==> src/rtl/scroll_controller.sv <==
// Digit-scroller sequencer: conditions the left/right buttons and steps the
// window position manually or on a timer, all in a single clock domain.
module scroll_debounce #(
  parameter int unsigned DEBOUNCE_CYCLES = 4
) (
  input  logic clk,
  input  logic reset,
  input  logic raw,
  output logic press
);
  localparam int unsigned CW = $clog2(DEBOUNCE_CYCLES + 1);
  localparam logic [CW-1:0] ONE  = CW'(1);
  localparam logic [CW-1:0] LAST = CW'(DEBOUNCE_CYCLES - 1);

  typedef enum logic [1:0] {IDLE, PRESS_WAIT, HELD, RELEASE_WAIT} state_t;

  state_t        state, state_next;
  logic [CW-1:0] cnt, cnt_next;
  logic          sync1, synced, press_next;

  always_ff @(posedge clk or negedge reset) begin
    if (!reset) begin
      sync1  <= 1'b0;
      synced <= 1'b0;
      state  <= IDLE;
      cnt    <= '0;
      press  <= 1'b0;
    end else begin
      sync1  <= raw;
      synced <= sync1;
      state  <= state_next;
      cnt    <= cnt_next;
      press  <= press_next;
    end
  end

  // cnt holds the number of consecutive matching samples already seen
  always_comb begin
    state_next = state;
    cnt_next   = cnt;
    press_next = 1'b0;
    unique case (state)
      IDLE: if (synced) begin
        state_next = PRESS_WAIT;
        cnt_next   = ONE;
      end
      PRESS_WAIT: begin
        if (!synced) begin
          state_next = IDLE;
          cnt_next   = '0;
        end else if (cnt >= LAST) begin
          state_next = HELD;
          cnt_next   = '0;
          press_next = 1'b1;
        end else begin
          cnt_next = cnt + ONE;
        end
      end
      HELD: if (!synced) begin
        state_next = RELEASE_WAIT;
        cnt_next   = ONE;
      end
      RELEASE_WAIT: begin
        if (synced) begin
          state_next = HELD;
          cnt_next   = '0;
        end else if (cnt >= LAST) begin
          state_next = IDLE;
          cnt_next   = '0;
        end else begin
          cnt_next = cnt + ONE;
        end
      end
      default: begin
        state_next = IDLE;
        cnt_next   = '0;
      end
    endcase
  end
endmodule

module scroll_controller #(
  parameter int unsigned NUM_DIGITS      = 5,
  parameter int unsigned WINDOW          = 3,
  parameter int unsigned DEBOUNCE_CYCLES = 4,
  parameter int unsigned AUTO_PERIOD     = 8
) (
  input  logic       clk,
  input  logic       reset,
  input  logic       btn_left,
  input  logic       btn_right,
  input  logic       auto_en,
  input  logic       wrap_en,
  output logic [2:0] pos,
  output logic       step_pulse,
  output logic       at_left,
  output logic       at_right
);
  localparam logic [2:0] MAX_POS = 3'(NUM_DIGITS - WINDOW);
  localparam int unsigned TW = $clog2(AUTO_PERIOD);
  localparam logic [TW-1:0] TIMER_LAST = TW'(AUTO_PERIOD - 1);
  localparam logic [TW-1:0] TIMER_ONE  = TW'(1);

  typedef enum logic {DIR_RIGHT, DIR_LEFT} dir_t;

  logic          press_left, press_right;
  logic [2:0]    pos_next;
  logic [TW-1:0] timer, timer_next;
  dir_t          dir, dir_next;
  logic          move_right, stepped;

  scroll_debounce #(.DEBOUNCE_CYCLES(DEBOUNCE_CYCLES)) u_deb_left (
    .clk(clk), .reset(reset), .raw(btn_left), .press(press_left)
  );
  scroll_debounce #(.DEBOUNCE_CYCLES(DEBOUNCE_CYCLES)) u_deb_right (
    .clk(clk), .reset(reset), .raw(btn_right), .press(press_right)
  );

  always_comb begin
    pos_next   = pos;
    dir_next   = dir;
    move_right = 1'b0;
    timer_next = (auto_en && timer != TIMER_LAST) ? timer + TIMER_ONE : '0;
    if (press_left && press_right) begin
      pos_next = pos;
    end else if (press_left || press_right) begin
      timer_next = '0;
      if (press_right) pos_next = (pos == MAX_POS) ? (wrap_en ? 3'd0 : pos) : pos + 3'd1;
      else             pos_next = (pos == 3'd0) ? (wrap_en ? MAX_POS : pos) : pos - 3'd1;
    end else if (auto_en && timer == TIMER_LAST) begin
      // without wrap, an outward-facing direction bounces off the end it is on
      if (wrap_en) move_right = (dir == DIR_RIGHT);
      else         move_right = (dir == DIR_RIGHT) ? (pos != MAX_POS) : (pos == 3'd0);
      if (move_right) pos_next = (pos == MAX_POS) ? 3'd0 : pos + 3'd1;
      else            pos_next = (pos == 3'd0) ? MAX_POS : pos - 3'd1;
      if (!wrap_en)
        dir_next = (pos_next == MAX_POS) ? DIR_LEFT :
                   (pos_next == 3'd0)    ? DIR_RIGHT :
                   (move_right ? DIR_RIGHT : DIR_LEFT);
    end
  end

  always_ff @(posedge clk or negedge reset) begin
    if (!reset) begin
      pos        <= 3'd0;
      dir        <= DIR_RIGHT;
      timer      <= '0;
      stepped    <= 1'b0;
      step_pulse <= 1'b0;
    end else begin
      pos        <= pos_next;
      dir        <= dir_next;
      timer      <= timer_next;
      stepped    <= (pos_next != pos);
      step_pulse <= stepped;
    end
  end

  assign at_left  = (pos == 3'd0);
  assign at_right = (pos == MAX_POS);
endmodule

==> config.mk <==
export PLATFORM = sky130hd
export DESIGN_NAME = scroll_controller
export DESIGN_NICKNAME = d
export VERILOG_FILES = /design/src/rtl/scroll_controller.sv
export SDC_FILE = /design/constraint.sdc
export NUM_CORES = 1
export LEC_CHECK = 0
export CORE_MARGIN = 2
export CORE_UTILIZATION = 50
export CTS_CLUSTER_DIAMETER = 60
export DETAILED_ROUTE_END_ITERATION = 6
export MAX_ROUTING_LAYER = met4
export PLACE_DENSITY = 0.7
export SYNTH_ARGS = -nofsm -noshare
export SYNTH_HDL_FRONTEND = slang
export SYNTH_SLANG_ARGS = --single-unit
==> constraint.sdc <==
create_clock -name clk -period 4.63 [get_ports clk]
set_input_delay 1.1575 -clock clk [delete_from_list [all_inputs] [get_ports clk]]
set_output_delay 1.1575 -clock clk [all_outputs]
set_load 0.1 [all_outputs]
==> impl_metrics.env, run 1 <==
export IMPL_status="finished, final reports clean"
export IMPL_path_max_fanout=7
export IMPL_ant_nets=0
export IMPL_synth_cell_types=38
export IMPL_fmax_mhz=269
export IMPL_dp_hpwl_mm=1.81
export IMPL_synth_xor_area_share=0.0185
export IMPL_grt_overflow=0
export IMPL_leakage_uw=0.000697
export IMPL_drt_first_pass_iters=4
export IMPL_die_w_um=57.2
export IMPL_cts_tree="built"
export IMPL_synth_edf_count=0
export IMPL_vdd_ir_drop_worst_mv=0.653
export IMPL_syn_cell_area_mm2=0.00142
export IMPL_whs_ns=0.370
export IMPL_critPathKind="reg -> out"
export IMPL_io_pins=12
export IMPL_final_util=0.575
export IMPL_post_drt_wl_per_cell_um=13.2
export IMPL_dr_first_iter_drc_count=66
export IMPL_syn_nets=155
export IMPL_synth_compound_area_frac=0.201
export IMPL_setup_viol_count_final=0
export IMPL_cts_max_level=1
export IMPL_end_kind="output pin"
export IMPL_syn_inst=139
export IMPL_die_y_um=57.2
export IMPL_finalHoldViolCount=0
export IMPL_arrival_ns=2.56
export IMPL_cp_start_kind="flop"
export IMPL_wirelength_mm=2.40
export IMPL_drv_cap=0
export IMPL_clock_sinks=25
export IMPL_grt_max_degree=26
export IMPL_clk_pin_slew_ns=0.14
export IMPL_initial_core_util=0.519
export IMPL_post_cts_buffers=0
export IMPL_clock_latency_ns=0.31
export IMPL_numCtsBuffers=3
export IMPL_avgViaCountPerCell=5.77
export IMPL_setup_tns_ns=0
export IMPL_drv_slew=0
export IMPL_hold_path_class="reg -> reg"
export IMPL_slew_headroom=0.291
export IMPL_yosysWarnings=0
export IMPL_async_flop_share=1.00
export IMPL_final_layout_size_suffix_gt1_frac=0.0867
export IMPL_synthMuxAreaShare=0.0441
export IMPL_fin_nets=167
export IMPL_core_area_mm2=0.00273
export IMPL_finClkSkew_ns=0.0131
export IMPL_powerDensity_mw_per_mm2=685
export IMPL_clock_root_buffer="clkbuf_4"
export IMPL_final_common_cell="dfrtp_1"
export IMPL_port_buffers=11
export IMPL_vias=1044
export IMPL_grt_pass1_wl_mm=4.26
export IMPL_rows=19
export IMPL_cts_buffer_depth=2
export IMPL_cts_hold_repair_buffers=0
export IMPL_antenna_found_initial=0
export IMPL_area_delta_synth_final_pct=10.9
export IMPL_seq_area_frac_synth=0.441
export IMPL_synth_top_family_by_area="compound AO/OA/AOI/OAI gates"
export IMPL_grt_pass1_vias=975
export IMPL_cts_resized=0
export IMPL_critPathRequiredTime_ns=3.47
export IMPL_drc=0
export IMPL_grt_use_total=0.168
export IMPL_syn_area_per_cell_um2=10.2
export IMPL_synth_fa_ha_area_frac=0.0883
export IMPL_fin_crit_ns=3.72
export IMPL_layout_common_cells="25 x dfrtp_1, 13 x inv_1, 12 x a21oi_1"
export IMPL_gp_congestion=0.900
export IMPL_rsz0062_at_grt="false"
export IMPL_antennaDiodeCount=0
export IMPL_die_area_mm2=0.00328
export IMPL_worst_pin_slew_ns=1.06
export IMPL_post_route_period_util=0.804
export IMPL_synth_ff_latch_count=25
export IMPL_synth_flop_cell="dfrtp_1"
export IMPL_synthSimpleGateAreaFrac=0.160
-- logic make-up (layout without fill, tap and decap cells) --
| family | Yosys count | in the layout |
|---|---|---|
| xor+xnor | 3 | 3 |
| buf+inv | 17 | 28 |
| flops | 25 | 25 |
| fa+ha+maj | 10 | 10 |
| compound gates | 39 | 39 |
| simple gates | 39 | 39 |
| mux | 6 | 6 |
-- per-stage QoR --
stage	power [µW]	area, µm²	worst slack [ns]	instances
global route	1160	1570	0.798	181
detailed placement	990	1550	1.27	177
CTS	1090	1570	0.896	181
finish	1080	1570	0.908	181
floorplan	860	1420	0.732	139
global placement	966	1550	1.33	177
-- layer usage --
layer  GRT usage  part of all wire  vias to the layer above
met4      0.0399            0.0038                        0
met3      0.0272             0.035                        2
met5           -                 0                        -
met1       0.232              0.51                      501
met2       0.263              0.45                       20
li1            -                 -                      521
-- power by group --
group,switching [µW],total (µW),internal (µW)
clock network,60.8,94.4,33.6
registers,81.4,369,287
logic,392,615,222
-- worst max-delay path: stages (launching register included) --
cell	delay (ns)
dfrtp_1	0.43
inv_1	0.17
ha_1	0.37
nand2b_4	0.11
inv_1	0.06
clkdlybuf4s50_1	1.12
-- registers in the layout (all words and copies together), names as in the netlist, named ones only --
signal	flops
timer	3
u_deb_right.sync1	1
u_deb_left.cnt	3
u_deb_right.cnt	3
u_deb_left.state	1
dir	1
u_deb_right.press	1
u_deb_left.synced	1
pos	3
stepped	1
u_deb_left.sync1	1
step_pulse	1
u_deb_right.synced	1
u_deb_left.press	1
u_deb_right.state	1
-- area by class of cell --
cell class,count,area [µm²]
Sequential cell,25,626
Inverter,13,48.8
Multi-Input combinational cell,97,726
Tap cell,31,38.8
Clock buffer,4,26.3
Fill cell,237,1160
Timing Repair Buffer,11,108
-- worst paths after layout --
check,from,to,slack [ns],cells after the start
worst min-delay path,u_deb_left.sync1,u_deb_left.synced,0.37,0
worst max register to register,pos[0],stepped,2.44,7
worst max-delay path,pos[0],at_right,0.91,5
max in group asynchronous,reset,u_deb_right.synced,2.58,1
worst min register to register,u_deb_left.sync1,u_deb_left.synced,0.37,0
min in group asynchronous,reset,timer[2],1.41,1
-- cells in the mapped netlist (2+ instances only) --
cell type / n / share of area
o21ai_0: 7 / 0.025
a211oi_1: 3 / 0.016
dfrtp_1: 25 / 0.44
clkbuf_1: 2 / 0.0053
nand3b_1: 3 / 0.016
nor3_1: 2 / 0.0071
nor2_1: 7 / 0.019
mux2i_1: 4 / 0.028
mux2_2: 2 / 0.016
xor2_1: 2 / 0.012
nor3b_1: 5 / 0.026
and4bb_2: 2 / 0.018
o211ai_1: 3 / 0.016
buf_2: 2 / 0.0071
and2_1: 3 / 0.013
nand2_1: 9 / 0.024
o31a_1: 2 / 0.012
a21oi_1: 12 / 0.042
ha_1: 10 / 0.088
nand3_1: 4 / 0.014
inv_1: 13 / 0.034
Power figures use the tool's default switching activity.
==> run 2: changes to the inputs <==
--- a/config.mk
+++ b/config.mk
@@ -10,7 +10,7 @@
 export CTS_CLUSTER_DIAMETER = 60
 export DETAILED_ROUTE_END_ITERATION = 6
 export MAX_ROUTING_LAYER = met4
-export PLACE_DENSITY = 0.7
+export PLACE_DENSITY = 0.73
 export SYNTH_ARGS = -nofsm -noshare
 export SYNTH_HDL_FRONTEND = slang
 export SYNTH_SLANG_ARGS = --single-unit
==> constraint.sdc (replaced) <==
create_clock -name clk -period 3.4 [get_ports clk]
set_input_delay 0.85 -clock clk [delete_from_list [all_inputs] [get_ports clk]]
set_output_delay 0.85 -clock clk [all_outputs]
set_load 0.1 [all_outputs]
==> run 2 against run 1 <==
- utilization about the same
- cell count increased by 0.55%
- count of clock-buffer cells in the layout decreased by 1
- critical path type unchanged
- via count increased by 2.3%
- wire length increased by 3.2%
- first-iteration DRC count decreased by 64%
- total power increased by 37%
- sequential share of layout area about the same
- die area unchanged
- register-to-register slack got worse by 1.2 ns
==> impl_metrics.env, run 2 (same netlist as run 1, synthesis figures left out) <==
export IMPL_crit_path_top_delay_cell="dfrtp_1"
export IMPL_drv_cap=0
export IMPL_grt_max_degree=26
export IMPL_fin_nets=168
export IMPL_clock_latency_ns=0.32
export IMPL_clock_sinks=25
export IMPL_cts_hold_repair_buffers=0
export IMPL_arrival_ns=1.89
export IMPL_path_max_fanout=10
export IMPL_die_y_um=57.2
export IMPL_die_w_um=57.2
export IMPL_final_util=0.575
export IMPL_cts_tree="built"
export IMPL_hold_path_class="reg -> reg"
export IMPL_vias=1068
export IMPL_post_cts_buffers=0
export IMPL_path_cells="inv_1 -> ha_1 -> inv_1 -> nor2_2 -> buf_4"
export IMPL_leakage_uw=0.000710
export IMPL_finClkSkew_ns=0.00730
export IMPL_wirelength_mm=2.47
export IMPL_critPathRequiredTime_ns=2.55
export IMPL_dp_hpwl_mm=1.83
export IMPL_io_pins=12
export IMPL_ant_nets=0
export IMPL_finalHoldViolCount=0
export IMPL_layout_common_cells="25 x dfrtp_1, 13 x inv_1, 12 x a21oi_1"
export IMPL_worst_pin_slew_ns=0.561
export IMPL_setup_tns_ns=0
export IMPL_post_drt_wl_per_cell_um=13.6
export IMPL_fillers=229
export IMPL_drv_slew=0
export IMPL_fin_crit_ns=2.74
export IMPL_port_buffers=11
export IMPL_die_area_mm2=0.00328
export IMPL_layoutNonFillerInstCount=182
export IMPL_multi_input_area_um2=728
export IMPL_gp_congestion=0.847
export IMPL_status="finished, final reports clean"
export IMPL_crit_start="pos[0]"
export IMPL_core_area_mm2=0.00273
export IMPL_antennaDiodeCount=0
export IMPL_cp_common_cell="inv_1"
export IMPL_grt_pass1_wl_mm=4.31
export IMPL_final_common_cell="dfrtp_1"
export IMPL_clk_pin_slew_ns=0.13
export IMPL_area_delta_synth_final_pct=10.9
export IMPL_grt_pass1_vias=1037
export IMPL_avgViaCountPerCell=5.87
export IMPL_timing_rr_start="pos[0]"
export IMPL_cts_max_level=1
export IMPL_cts_resized=0
export IMPL_drc=0
export IMPL_holdCritStartpoint="u_deb_left.sync1"
export IMPL_setup_viol_count_final=0
export IMPL_antenna_found_initial=0
export IMPL_rows=19
export IMPL_cp_start_kind="flop"
export IMPL_whs_ns=0.368
export IMPL_initial_core_util=0.519
export IMPL_grt_use_total=0.175
export IMPL_grt_overflow=0
export IMPL_drt_first_pass_iters=4
export IMPL_dr_first_iter_drc_count=24
export IMPL_max_stage_delay_ns=0.43
export IMPL_rsz0062_at_grt="false"
export IMPL_fmax_mhz=365
export IMPL_end_kind="output pin"
export IMPL_placed_cells=178
export IMPL_powerDensity_mw_per_mm2=936
export IMPL_slew_headroom=0.626
export IMPL_final_layout_size_suffix_gt1_frac=0.139
export IMPL_cts_buffer_depth=2
export IMPL_post_route_period_util=0.806
export IMPL_critPathKind="reg -> out"
export IMPL_final_seq_area_um2=626
export IMPL_clock_root_buffer="clkbuf_4"
export IMPL_vdd_ir_drop_worst_mv=0.915
export IMPL_numCtsBuffers=3
-- run 2: routing by layer --
metal | global-route usage | part of all wire | wire length [µm]
met1 | 0.214 | 0.47 | 1160
met2 | 0.276 | 0.47 | 1150
met3 | 0.0272 | 0.036 | 90
met4 | 0.103 | 0.029 | 72
met5 | - | 0 | 0
-- run 2: cell type report --
cell class	instances	area share
timing repair buffer	12	0.0653
sequential	25	0.398
inverter	13	0.0311
tap	31	0.0247
clock buffer	3	0.0143
multi-input combinational	97	0.463
clock inverter	1	0.00318
-- run 2: where the power goes --
part	total, µW	internal [µW]	switching [µW]
combinational	834	294	540
sequential	509	391	117
clock	129	44.0	85.0
-- run 2: stage by stage --
step	setup WS [ns]	cell area, µm²	power (µW)
2_1_floorplan	0.283	1420	1170
6_report	0.658	1570	1470
3_3_place_gp	0.868	1540	1310
4_1_cts	0.670	1570	1480
3_5_place_dp	0.838	1540	1350
5_1_grt	0.570	1570	1580
-- run 2: critical path: cells and delay by family, from the launching register on --
| kind | cells | cell delay (ns) |
|---|---|---|
| flip-flops | 1 | 0.43 |
| adder cells (fa/ha/maj) | 1 | 0.40 |
| AND/OR/NAND/NOR | 1 | 0.12 |
| buffers and inverters | 3 | 0.62 |
-- run 2: worst paths after layout --
check                               endpoint  slack (ns)  cells after the start
max in group asynchronous          async pin        2.29                      2
min                        u_deb_left.synced        0.37                      0
max reg2reg                          stepped        1.23                      7
min in group asynchronous           timer[2]        0.87                      2
max                                  at_left        0.66                      5
min reg2reg                u_deb_left.synced        0.37                      0
